**config.mk**
```make
export PLATFORM = sky130hd
export DESIGN_NAME = mii_tx_encoder
export DESIGN_NICKNAME = d
export VERILOG_FILES = /design/src/rtl/mii_pkg.sv /design/src/rtl/mii_tx_encoder_ipg_counter.sv /design/src/rtl/mii_tx_encoder.sv
export SDC_FILE = /design/constraint.sdc
export NUM_CORES = 1
export LEC_CHECK = 0
export CORE_ASPECT_RATIO = 2
export CORE_UTILIZATION = 35
export CTS_BUF_LIST = sky130_fd_sc_hd__clkbuf_4 sky130_fd_sc_hd__clkbuf_8
export CTS_CLUSTER_SIZE = 30
export DETAILED_ROUTE_END_ITERATION = 16
export PLACE_DENSITY = 0.64
export SLEW_MARGIN = 20
export SYNTH_ARGS = -nofsm -noshare
export SYNTH_HDL_FRONTEND = slang
export SYNTH_SLANG_ARGS = --single-unit
```
**constraint.sdc**
```tcl
create_clock -name clk -period 7.49 [get_ports clk]
set_input_delay 1.1235 -clock clk [delete_from_list [all_inputs] [get_ports clk]]
set_output_delay 1.1235 -clock clk [all_outputs]
set_load 0.005 [all_outputs]
```
**src/rtl/mii_pkg.sv**
```systemverilog
// Shared MII transmit definitions: control characters, encoder states and
// the last-word (terminate) formatter.
package mii_pkg;

  localparam logic [7:0]  MII_IDLE       = 8'h07;
  localparam logic [7:0]  MII_START      = 8'hFB;
  localparam logic [7:0]  MII_TERM       = 8'hFD;
  localparam logic [7:0]  MII_ERROR      = 8'hFE;
  localparam logic [63:0] MII_IDLE_WORD  = {8{MII_IDLE}};
  localparam logic [63:0] MII_ERROR_WORD = {8{MII_ERROR}};

  typedef enum logic [2:0] {
    ST_IDLE = 3'd0,
    ST_DATA = 3'd1,
    ST_TERM = 3'd2,
    ST_IPG  = 3'd3,
    ST_DROP = 3'd4
  } mii_tx_state_t;

  function automatic logic [3:0] mii_keep_count(input logic [7:0] keep);
    logic [3:0] cnt;
    cnt = 4'd0;
    for (int i = 0; i < 8; i++) begin
      cnt = cnt + {3'd0, keep[i]};
    end
    return cnt;
  endfunction

  // Returns {txd, txc}: k data lanes, /T/ in lane k, /I/ above; k = 8 is plain data.
  function automatic logic [71:0] mii_term_word(input logic [63:0] data,
                                                input logic [7:0]  keep);
    logic [63:0] txd;
    logic [7:0]  txc;
    logic [3:0]  k;
    logic [3:0]  lane;
    k   = mii_keep_count(keep);
    txd = data;
    txc = 8'h00;
    for (int i = 0; i < 8; i++) begin
      lane = 4'(i);
      if (lane < k) begin
        txc[i] = 1'b0;
      end else if (lane == k) begin
        txd[8*i +: 8] = MII_TERM;
        txc[i]        = 1'b1;
      end else begin
        txd[8*i +: 8] = MII_IDLE;
        txc[i]        = 1'b1;
      end
    end
    return {txd, txc};
  endfunction

endpackage

```
**src/rtl/mii_tx_encoder_ipg_counter.sv**
```systemverilog
// Saturating count of idle bytes sent since the last /T/ or /E/, with the
// inter-packet-gap threshold compare for the current and next count.
module mii_ipg_counter #(
  parameter int IPG_BYTES = 12
) (
  input  logic       clk,
  input  logic       i_rst,
  input  logic       load,
  input  logic [7:0] load_val,
  input  logic       inc,
  output logic       gap_met,
  output logic       next_gap_met
);

  logic [7:0] cnt_r;
  logic [8:0] sum_s;
  logic [7:0] inc_val_s;

  // Add one idle word (8 bytes), clamping at 255
  always_comb begin
    sum_s = {1'b0, cnt_r} + 9'd8;
    if (sum_s > 9'd255) begin
      inc_val_s = 8'hFF;
    end else begin
      inc_val_s = sum_s[7:0];
    end
  end

  assign gap_met      = ({24'd0, cnt_r} >= 32'(IPG_BYTES));
  assign next_gap_met = ({24'd0, inc_val_s} >= 32'(IPG_BYTES));

  // Counter register; a load wins over an increment
  always_ff @(posedge clk or posedge i_rst) begin
    if (i_rst) begin
      cnt_r <= 8'hFF;
    end else if (load) begin
      cnt_r <= load_val;
    end else if (inc) begin
      cnt_r <= inc_val_s;
    end else begin
      cnt_r <= cnt_r;
    end
  end

endmodule

```
**src/rtl/mii_tx_encoder.sv**
```systemverilog
// 64-bit MII transmit encoder: frames a valid/ready word stream with /S/, /T/,
// /I/ and /E/ characters and enforces the inter-packet gap.
module mii_tx_encoder
  import mii_pkg::*;
#(
  parameter int IPG_BYTES       = 12,
  parameter int MAX_FRAME_BYTES = 1530
) (
  input  logic        clk,
  input  logic        i_rst,
  input  logic        i_valid,
  input  logic [63:0] i_data,
  input  logic        i_last,
  input  logic [7:0]  i_keep,
  output logic        o_ready,
  output logic [63:0] o_txd,
  output logic [7:0]  o_txc,
  output logic        o_underrun,
  output logic        o_oversize,
  output logic [15:0] o_frame_count
);

  mii_tx_state_t state_r;
  logic [15:0]   byte_cnt_r;
  logic [63:0]   txd_r;
  logic [7:0]    txc_r;
  logic          underrun_r;
  logic          oversize_r;
  logic [15:0]   frame_count_r;

  logic          ready_s;
  logic          accept_s;
  logic [3:0]    keep_cnt_s;
  logic [71:0]   term_s;
  logic [15:0]   byte_add_s;
  logic [15:0]   byte_sum_s;
  logic          too_long_s;
  logic          ipg_load_s;
  logic [7:0]    ipg_load_val_s;
  logic          ipg_inc_s;
  logic          gap_met_s;
  logic          next_gap_met_s;

  mii_ipg_counter #(.IPG_BYTES(IPG_BYTES)) u_ipg (
    .clk          (clk),
    .i_rst        (i_rst),
    .load         (ipg_load_s),
    .load_val     (ipg_load_val_s),
    .inc          (ipg_inc_s),
    .gap_met      (gap_met_s),
    .next_gap_met (next_gap_met_s)
  );

  assign accept_s   = i_valid && ready_s;
  assign keep_cnt_s = mii_keep_count(i_keep);
  assign term_s     = mii_term_word(i_data, i_keep);
  assign byte_add_s = i_last ? {12'd0, keep_cnt_s} : 16'd8;
  assign byte_sum_s = byte_cnt_r + byte_add_s;
  assign too_long_s = (byte_sum_s > 16'(MAX_FRAME_BYTES));

  // Ready depends on state and gap only, never on i_valid
  always_comb begin
    case (state_r)
      ST_IDLE: ready_s = gap_met_s;
      ST_DATA: ready_s = 1'b1;
      ST_DROP: ready_s = 1'b1;
      default: ready_s = 1'b0;
    endcase
  end

  // Idle-byte counter control: reload on /T/ or /E/ words, count in IPG
  always_comb begin
    ipg_load_s     = 1'b0;
    ipg_load_val_s = 8'd0;
    ipg_inc_s      = 1'b0;
    case (state_r)
      ST_IDLE, ST_DATA: begin
        if (accept_s && i_last && (keep_cnt_s != 4'd8)) begin
          ipg_load_s     = 1'b1;
          ipg_load_val_s = 8'd7 - {4'd0, keep_cnt_s};
        end else if ((state_r == ST_DATA) && !accept_s) begin
          ipg_load_s     = 1'b1;
          ipg_load_val_s = 8'd0;
        end else begin
          ipg_load_s     = 1'b0;
        end
      end
      ST_TERM: begin
        ipg_load_s     = 1'b1;
        ipg_load_val_s = 8'd7;
      end
      ST_IPG:  ipg_inc_s = 1'b1;
      ST_DROP: begin
        if (accept_s && i_last) begin
          ipg_load_s = 1'b1;
        end else begin
          ipg_load_s = 1'b0;
        end
      end
      default: ipg_load_s = 1'b0;
    endcase
  end

  // Framing FSM with registered lane outputs
  always_ff @(posedge clk or posedge i_rst) begin
    if (i_rst) begin
      state_r       <= ST_IDLE;
      byte_cnt_r    <= 16'd0;
      txd_r         <= MII_IDLE_WORD;
      txc_r         <= 8'hFF;
      underrun_r    <= 1'b0;
      oversize_r    <= 1'b0;
      frame_count_r <= 16'd0;
    end else begin
      underrun_r <= 1'b0;
      oversize_r <= 1'b0;
      case (state_r)
        ST_IDLE: begin
          if (accept_s) begin
            byte_cnt_r <= byte_add_s;
            if (i_last && (keep_cnt_s != 4'd8)) begin
              txd_r         <= {term_s[71:16], MII_START};
              txc_r         <= term_s[7:0] | 8'h01;
              frame_count_r <= frame_count_r + 16'd1;
              state_r       <= ST_IPG;
            end else begin
              txd_r   <= {i_data[63:8], MII_START};
              txc_r   <= 8'h01;
              state_r <= i_last ? ST_TERM : ST_DATA;
            end
          end else begin
            txd_r <= MII_IDLE_WORD;
            txc_r <= 8'hFF;
          end
        end
        ST_DATA: begin
          if (!accept_s) begin
            txd_r      <= MII_ERROR_WORD;
            txc_r      <= 8'hFF;
            underrun_r <= 1'b1;
            state_r    <= ST_IPG;
          end else if (!i_last && too_long_s) begin
            txd_r      <= MII_ERROR_WORD;
            txc_r      <= 8'hFF;
            oversize_r <= 1'b1;
            state_r    <= ST_DROP;
          end else if (!i_last || (keep_cnt_s == 4'd8)) begin
            byte_cnt_r <= byte_sum_s;
            txd_r      <= i_data;
            txc_r      <= 8'h00;
            state_r    <= i_last ? ST_TERM : ST_DATA;
          end else begin
            byte_cnt_r    <= byte_sum_s;
            txd_r         <= term_s[71:8];
            txc_r         <= term_s[7:0];
            frame_count_r <= frame_count_r + 16'd1;
            state_r       <= ST_IPG;
          end
        end
        ST_TERM: begin
          txd_r         <= {{7{MII_IDLE}}, MII_TERM};
          txc_r         <= 8'hFF;
          frame_count_r <= frame_count_r + 16'd1;
          state_r       <= ST_IPG;
        end
        ST_IPG: begin
          txd_r   <= MII_IDLE_WORD;
          txc_r   <= 8'hFF;
          state_r <= next_gap_met_s ? ST_IDLE : ST_IPG;
        end
        ST_DROP: begin
          txd_r   <= MII_IDLE_WORD;
          txc_r   <= 8'hFF;
          state_r <= (accept_s && i_last) ? ST_IPG : ST_DROP;
        end
        default: begin
          txd_r   <= MII_IDLE_WORD;
          txc_r   <= 8'hFF;
          state_r <= ST_IDLE;
        end
      endcase
    end
  end

  assign o_ready       = ready_s;
  assign o_txd         = txd_r;
  assign o_txc         = txc_r;
  assign o_underrun    = underrun_r;
  assign o_oversize    = oversize_r;
  assign o_frame_count = frame_count_r;

endmodule

```
==> summary.md, run 1 <==
| Metric | Value |
|---|---|
| Average routed wire per standard cell | `19.1 um` |
| Type of the worst setup path | `input pin to flop` |
| Setup ws final | `0.743 ns` |
| Total core area | `16400 um^2` |
| Hpwl dp | `14.3 mm` |
| CTS tree | `yes` |
| R2R Setup Slk | `3.86 ns` |
| Netlist cell types | `76` |
| Ys Warns | `0` |
| Post-Place Setup Slack | `0.310 ns` |
| Vias in the first global route | `5268` |
| Max Freq | `0.148 GHz` |
| DRC violations left | `0` |
| Via density | `5.32` |
| Xor/xnor share of the synthesized area | `0.0379` |
| Htree depth | `4` |
| Largest family of logic cells by synthesized area | `compound AO/OA/AOI/OAI gates` |
| Area growth, synth to finish | `40.2%` |
| Clock buffer count from CTS | `17` |
| Worst setup EP type | `flop` |
| Synth Cell Area | `5920 um^2` |
| Max Cap Viol | `0` |
| Slew Viols, Final | `0` |
| CTS clock-pin slew for the worst setup and hold paths | `0.07 ns` |
| Root buffer cell | `clkbuf_8` |
| GRT Resource Usage Total | `0.222` |
| I/O Buffers | `166` |
| Status | `finished clean` |
| Die outline height | `186 um` |
| Drt initial violations | `226` |
| Final min period | `6.75 ns` |
| Final worst clock skew | `0.0136 ns` |
| Largest net degree at the start of global routing | `76` |
| Arrival @ worst endpoint | `7.11 ns` |
| Hold_buf cts | `0` |
| Sequential-to-total area share from yosys stat | `0.503` |
| Leak pwr | `3.50 nW` |
| Clk sink count | `117` |
| Fraction of layout cells with a size suffix above 1 | `0.148` |
| VDD IR max | `0.141 mV` |
| Synthesized area per cell | `10.1 um^2` |
| Startpoint Class | `input pin` |
| Row count | `66` |
| Setup Fix Bufs, Post-CTS | `0` |
| Mux contribution to synthesized area | `0.0129` |
| Most frequent cells in the layout | `clkdlybuf4s50_1, dfrtp_1, nand2_1` |
| Worst Hold Class | `flop to flop` |
| RSZ-0062 raised after global routing | `no` |
| Total Routed Length | `18.7 mm` |
| Drt first pass iters | `5` |
| Worst skew pair latency | `0.45 ns` |
| Post-Synth Adder-Cell Area | `0.0381` |
| Ports | `167` |
| Fin nets | `847` |
| Slew @ Worst Pin | `0.938 ns` |
| First-pass GRT wire length | `28.7 mm` |
| Setup TNS | `0 ns` |
| GRT overflow | `0` |
| Initial Util | `0.360` |
| Post-synth EDFFs | `0` |
| Final setup violation count | `0` |
| Syn_nets | `676` |
| Gpl congestion | `0.855` |
| Register bit total from synthesis | `117` |
| P per Cell Area | `382 nW/um^2` |
| CP Max Fanout | `13` |
| Post-CTS Resized | `0` |
| Initial antenna violation count | `2` |
| Vias | `5183` |
| Routed Antenna Nets | `0` |
| Compound-Gate Fraction of Synth Area | `0.201` |
| Die width | `93.9 um` |
| Worst EP required | `7.85 ns` |
| Final Hold Viols | `0` |
| Synthesized netlist cell count | `585` |
| Relative slew slack | `0.375` |
| Async SR Flop Fraction | `1.00` |
| Period Utilization, post-route | `0.901` |
| Clk buf depth | `2` |
| Die area | `17500 um^2` |
| Most used DFF post-synth | `dfrtp_1` |
| Commonest non-fill, non-tap cell in the layout | `clkdlybuf4s50_1` |
| Post-Synth Simple-Gate Area | `0.170` |
## state kept, by name (all words and copies together), names as in the netlist
name           cells
o_txc              8
o_txd             64
o_frame_count     16
o_underrun         1
byte_cnt_r        16
o_oversize         1
state_r            3
u_ipg.cnt_r        8
## logic make-up after synthesis
| logic type | after synthesis |
|---|---|
| and+or+nand+nor | 207 |
| AOI/OAI and AO/OA | 167 |
| DFF | 117 |
| buffers and inverters | 50 |
| xor gates and xnor gates | 23 |
| adders and majority gates | 15 |
| muxes | 6 |
## through the flow
| step | util | cell area, um^2 | instances | hold slack (ns) | power (mW) |
|---|---|---|---|---|---|
| after floorplan | - | 5920 | 585 | 0.468 | 1.81 |
| after global routing | 0.505 | 8290 | 975 | 0.502 | 3.37 |
| final | 0.505 | 8290 | 975 | 0.467 | 3.16 |
| after detailed placement | 0.474 | 7790 | 941 | 0.462 | 2.45 |
| after global placement | 0.474 | 7790 | 941 | 0.459 | 2.42 |
| after CTS | 0.504 | 8290 | 973 | 0.475 | 3.19 |
## final cells by class
type	instances	area [um^2]
timing repair buffer	175	1730
sequential	117	2980
multi-input combinational	418	2720
antenna	2	5.00
clock buffer	23	304
fill	1531	8140
clock inverter	9	195
inverter	27	104
tap	204	255
## cells in the mapped netlist (5+ instances only)
| library cell | instances | area, um^2 |
|---|---|---|
| xnor2_1 | 12 | 105 |
| o21ai_1 | 13 | 65.1 |
| fa_1 | 5 | 100 |
| xor2_1 | 8 | 70.1 |
| nor3_1 | 5 | 25.0 |
| a21o_1 | 10 | 75.1 |
| nand3_1 | 20 | 100 |
| nand2_1 | 74 | 278 |
| inv_1 | 25 | 93.8 |
| a31oi_1 | 8 | 50.1 |
| o21ai_0 | 40 | 200 |
| a21oi_1 | 27 | 135 |
| dfstp_2 | 40 | 1050 |
| nor2_1 | 57 | 214 |
| o21a_1 | 8 | 60.1 |
| o211ai_1 | 6 | 45.0 |
| dfrtp_1 | 77 | 1930 |
| o31ai_1 | 10 | 75.1 |
| clkbuf_1 | 15 | 56.3 |
| o31a_1 | 9 | 78.8 |
| and3_1 | 9 | 56.3 |
| nand4_1 | 9 | 56.3 |
| ha_1 | 10 | 125 |
## routing by layer
layer | global-route usage | wire length [um] | vias up
li1 | - | - | 2425
met1 | 0.219 | 6510 | 2557
met2 | 0.425 | 10800 | 170
met3 | 0.0396 | 787 | 31
met4 | 0.119 | 581 | 0
met5 | 0 | 0 | -
## critical path, stage by stage
cell,delay (ns)
clkdlybuf4s50_1,0.45
fa_1,0.56
inv_1,0.05
fa_1,0.49
fa_1,0.41
inv_1,0.07
ha_1,0.16
inv_1,0.06
fa_1,0.43
xor2_1,0.41
nor2_1,0.13
ha_1,0.36
a211oi_2,0.48
nor4_1,0.18
xnor2_2,0.21
o2111ai_2,0.28
o31ai_4,0.49
nand2_4,0.22
or4_1,0.55
## final timing paths
| path | to | depth (start not counted) | startpoint |
|---|---|---|---|
| max | o_txd[34] | 19 | i_keep[0] |
| min | o_frame_count[15] | 1 | o_frame_count[15] |
| max reg2reg | o_txd[34] | 9 | byte_cnt_r[0] |
| min reg2reg | o_frame_count[15] | 1 | o_frame_count[15] |
| max in group asynchronous | o_txd[43] | 3 | i_rst |
| min in group asynchronous | o_txd[6] | 2 | i_rst |
## report_power, final
group          internal, mW  switching (mW)  leakage, nW
Combinational         0.656           0.742         1.83
Clock                 0.471           0.257        0.257
Sequential            0.888           0.150         1.41
Total                  2.02            1.15         3.50
(Power assumes the default switching activity.)
==> run 2: changes to the inputs <==
- PLACE_DENSITY: 0.64 -> unset
- REMOVE_ABC_BUFFERS: unset -> 1
- SETUP_SLACK_MARGIN: unset -> 0.3
==> run 2 against run 1 <==
Effect of this change:
- fmax is essentially flat
- sequential share of layout area grew 0.62 points
- flip-flop and latch count did not move
- cell count decreased by 0.31%
- first-iteration DRC count is 23% lower
- power shrank 4.9%
- critical path type unchanged
==> summary.md, run 2 (synthesis results as in run 1) <==
| Metric | Value |
|---|---|
| Cells on worst reg2reg path | `9` |
| Vias in the first global route | `5347` |
| Final Hold Viols | `0` |
| Slew Viols, Final | `0` |
| Hpwl dp | `14.7 mm` |
| Crit Reg-Reg Startpoint | `byte_cnt_r[0]` |
| Leak pwr | `3.43 nW` |
| Hold_buf cts | `0` |
| Critical path, cell by cell | `clkdlybuf4s50_1, fa_1, inv_1, fa_1, fa_1, inv_1, ha_1, inv_1, fa_1, inv_1, nand2_1, inv_1, fa_1, a211oi_2, nor4_1, xnor2_2, o2111ai_2, o31a_1, nor2_8, mux2_4` |
| Hold_sp | `o_frame_count[15]` |
| Type of the worst setup path | `input pin to flop` |
| Max Cap Viol | `0` |
| Via density | `5.36` |
| Hold endpoint | `o_frame_count[15]` |
| Post-CTS Resized | `0` |
| Arrival @ worst endpoint | `7.08 ns` |
| Area growth, synth to finish | `37.8%` |
| Sw frac | `0.387` |
| Met2 global-route usage | `0.452` |
| Critical path's slowest cell | `fa_1` |
| Hold path depth | `1` |
| GRT Resource Usage Total | `0.229` |
| Delay-heaviest family, CP | `adder cells` |
| Die width | `93.9 um` |
| Ports | `167` |
| Vias | `5212` |
| Worst Path Buf+Inv | `6` |
| Slew @ Worst Pin | `0.988 ns` |
| Worst EP required | `7.83 ns` |
| Htree depth | `4` |
| Worst Hold Class | `flop to flop` |
| Part of the power in registers | `0.347` |
| Met3 track demand over resource | `0.0429` |
| CTS clock-pin slew for the worst setup and hold paths | `0.07 ns` |
| Worst setup EP type | `flop` |
| Clk sink count | `117` |
| Final min period | `6.74 ns` |
| Design Power | `3.01 mW` |
| R2R Setup Slk | `3.95 ns` |
| Placed insts | `940` |
| Multi-input gate area | `2720 um^2` |
| Non-Filler Instances | `972` |
| Average routed wire per standard cell | `19.7 um` |
| Clock buffer count from CTS | `17` |
| Die outline height | `186 um` |
| Final setup violation count | `0` |
| CTS tree | `yes` |
| DRC violations left | `0` |
| R2R Path End | `byte_cnt_r[3]` |
| Commonest non-fill, non-tap cell in the layout | `clkdlybuf4s50_1` |
| First-pass GRT wire length | `29.4 mm` |
| CP Max Fanout | `19` |
| Met1 usage | `0.225` |
| Status | `finished clean` |
| Gpl congestion | `0.889` |
| Largest net degree at the start of global routing | `64` |
| Drt first pass iters | `4` |
| Worst skew pair latency | `0.45 ns` |
| Die area | `17500 um^2` |
| VDD IR max | `0.177 mV` |
| GRT overflow | `0` |
| Largest register FFs | `64` |
| Max Freq | `0.148 GHz` |
| Most frequent cells in the layout | `clkdlybuf4s50_1, dfrtp_1, nand2_1` |
| Initial Util | `0.360` |
| Root buffer cell | `clkbuf_8` |
| Design area | `8150 um^2` |
| Period Utilization, post-route | `0.900` |
| Initial antenna violation count | `0` |
| I/O Buffers | `166` |
| Total core area | `16400 um^2` |
| Setup Fix Bufs, Post-CTS | `0` |
| Fin nets | `846` |
| Switch Pwr | `1.17 mW` |
| Clock Power Share | `0.186` |
| P per Cell Area | `369 nW/um^2` |
| Fraction of layout cells with a size suffix above 1 | `0.147` |
| Setup TNS | `0 ns` |
| RSZ-0062 raised after global routing | `no` |
| Routed Antenna Nets | `0` |
| Area after DPL | `7780 um^2` |
| Startpoint Class | `input pin` |
| GRT Max-Usage Layer | `met2` |
| Row count | `66` |
| Final worst clock skew | `0.0138 ns` |
| Fillcell total | `1589` |
| Power share of the combinational group | `0.467` |
| Total Routed Length | `19.2 mm` |
| Clk buf depth | `2` |
| Max incr delay on CP | `0.56 ns` |
| ANT cells | `0` |
| Int Pwr | `1.84 mW` |
| Relative slew slack | `0.335` |
| Reg area | `2980 um^2` |
| Drt initial violations | `175` |
==> run 2: cell types whose count changed in the layout (fill, tap and decap cells not counted), sizes merged <==
cell,delta
buf,-1
diode,-2
clkinv,+5
bufinv,-4
clkinvlp,+2
clkbuf,-3
==> run 2: worst max path at each step <==
| stage | slack [ns] | endpoint | start | cells after the start |
|---|---|---|---|---|
| finish | 0.75 | byte_cnt_r[3] | i_keep[0] | 20 |
| detailed placement | 0.27 | byte_cnt_r[3] | i_keep[0] | 20 |
| CTS | 0.74 | byte_cnt_r[3] | i_keep[0] | 20 |
| global placement | 0.37 | byte_cnt_r[3] | i_keep[0] | 20 |
| floorplan | 1.32 | byte_cnt_r[1] | i_keep[0] | 17 |
| global route | 0.41 | byte_cnt_r[3] | i_keep[0] | 20 |
==> run 2: power groups by stage <==
stage / registers [mW] / clock network [mW] / logic, mW
4_1_cts: 1.04 / 0.572 / 1.41
5_1_grt: 1.06 / 0.601 / 1.55
6_report: 1.04 / 0.560 / 1.41
2_1_floorplan: 1.03 / 0 / 0.737
3_3_place_gp: 1.05 / 0 / 1.39
3_5_place_dp: 1.05 / 0 / 1.41
==> run 2: layer usage <==
| layer | routed length, um | share of wire |
|---|---|---|
| met5 | 0 | 0 |
| met4 | 571 | 0.030 |
| met3 | 629 | 0.033 |
| met2 | 11300 | 0.59 |
| met1 | 6680 | 0.35 |
==> run 2: cell type report <==
type / instances / share of cell area
Sequential cell: 117 / 0.365
Multi-Input combinational cell: 418 / 0.334
Timing Repair Buffer: 174 / 0.211
Clock buffer: 20 / 0.0315
Tap cell: 204 / 0.0313
Clock inverter: 12 / 0.0141
Inverter: 27 / 0.0127
==> run 2: stage by stage <==
stage          worst slack (ns)  utilization  hold WS (ns)
3_3_place_gp              0.369        0.474         0.464
4_1_cts                   0.744        0.496         0.487
5_1_grt                   0.408        0.496         0.497
2_1_floorplan              1.32            -         0.468
3_5_place_dp              0.273        0.474         0.478
6_report                  0.750        0.496         0.481
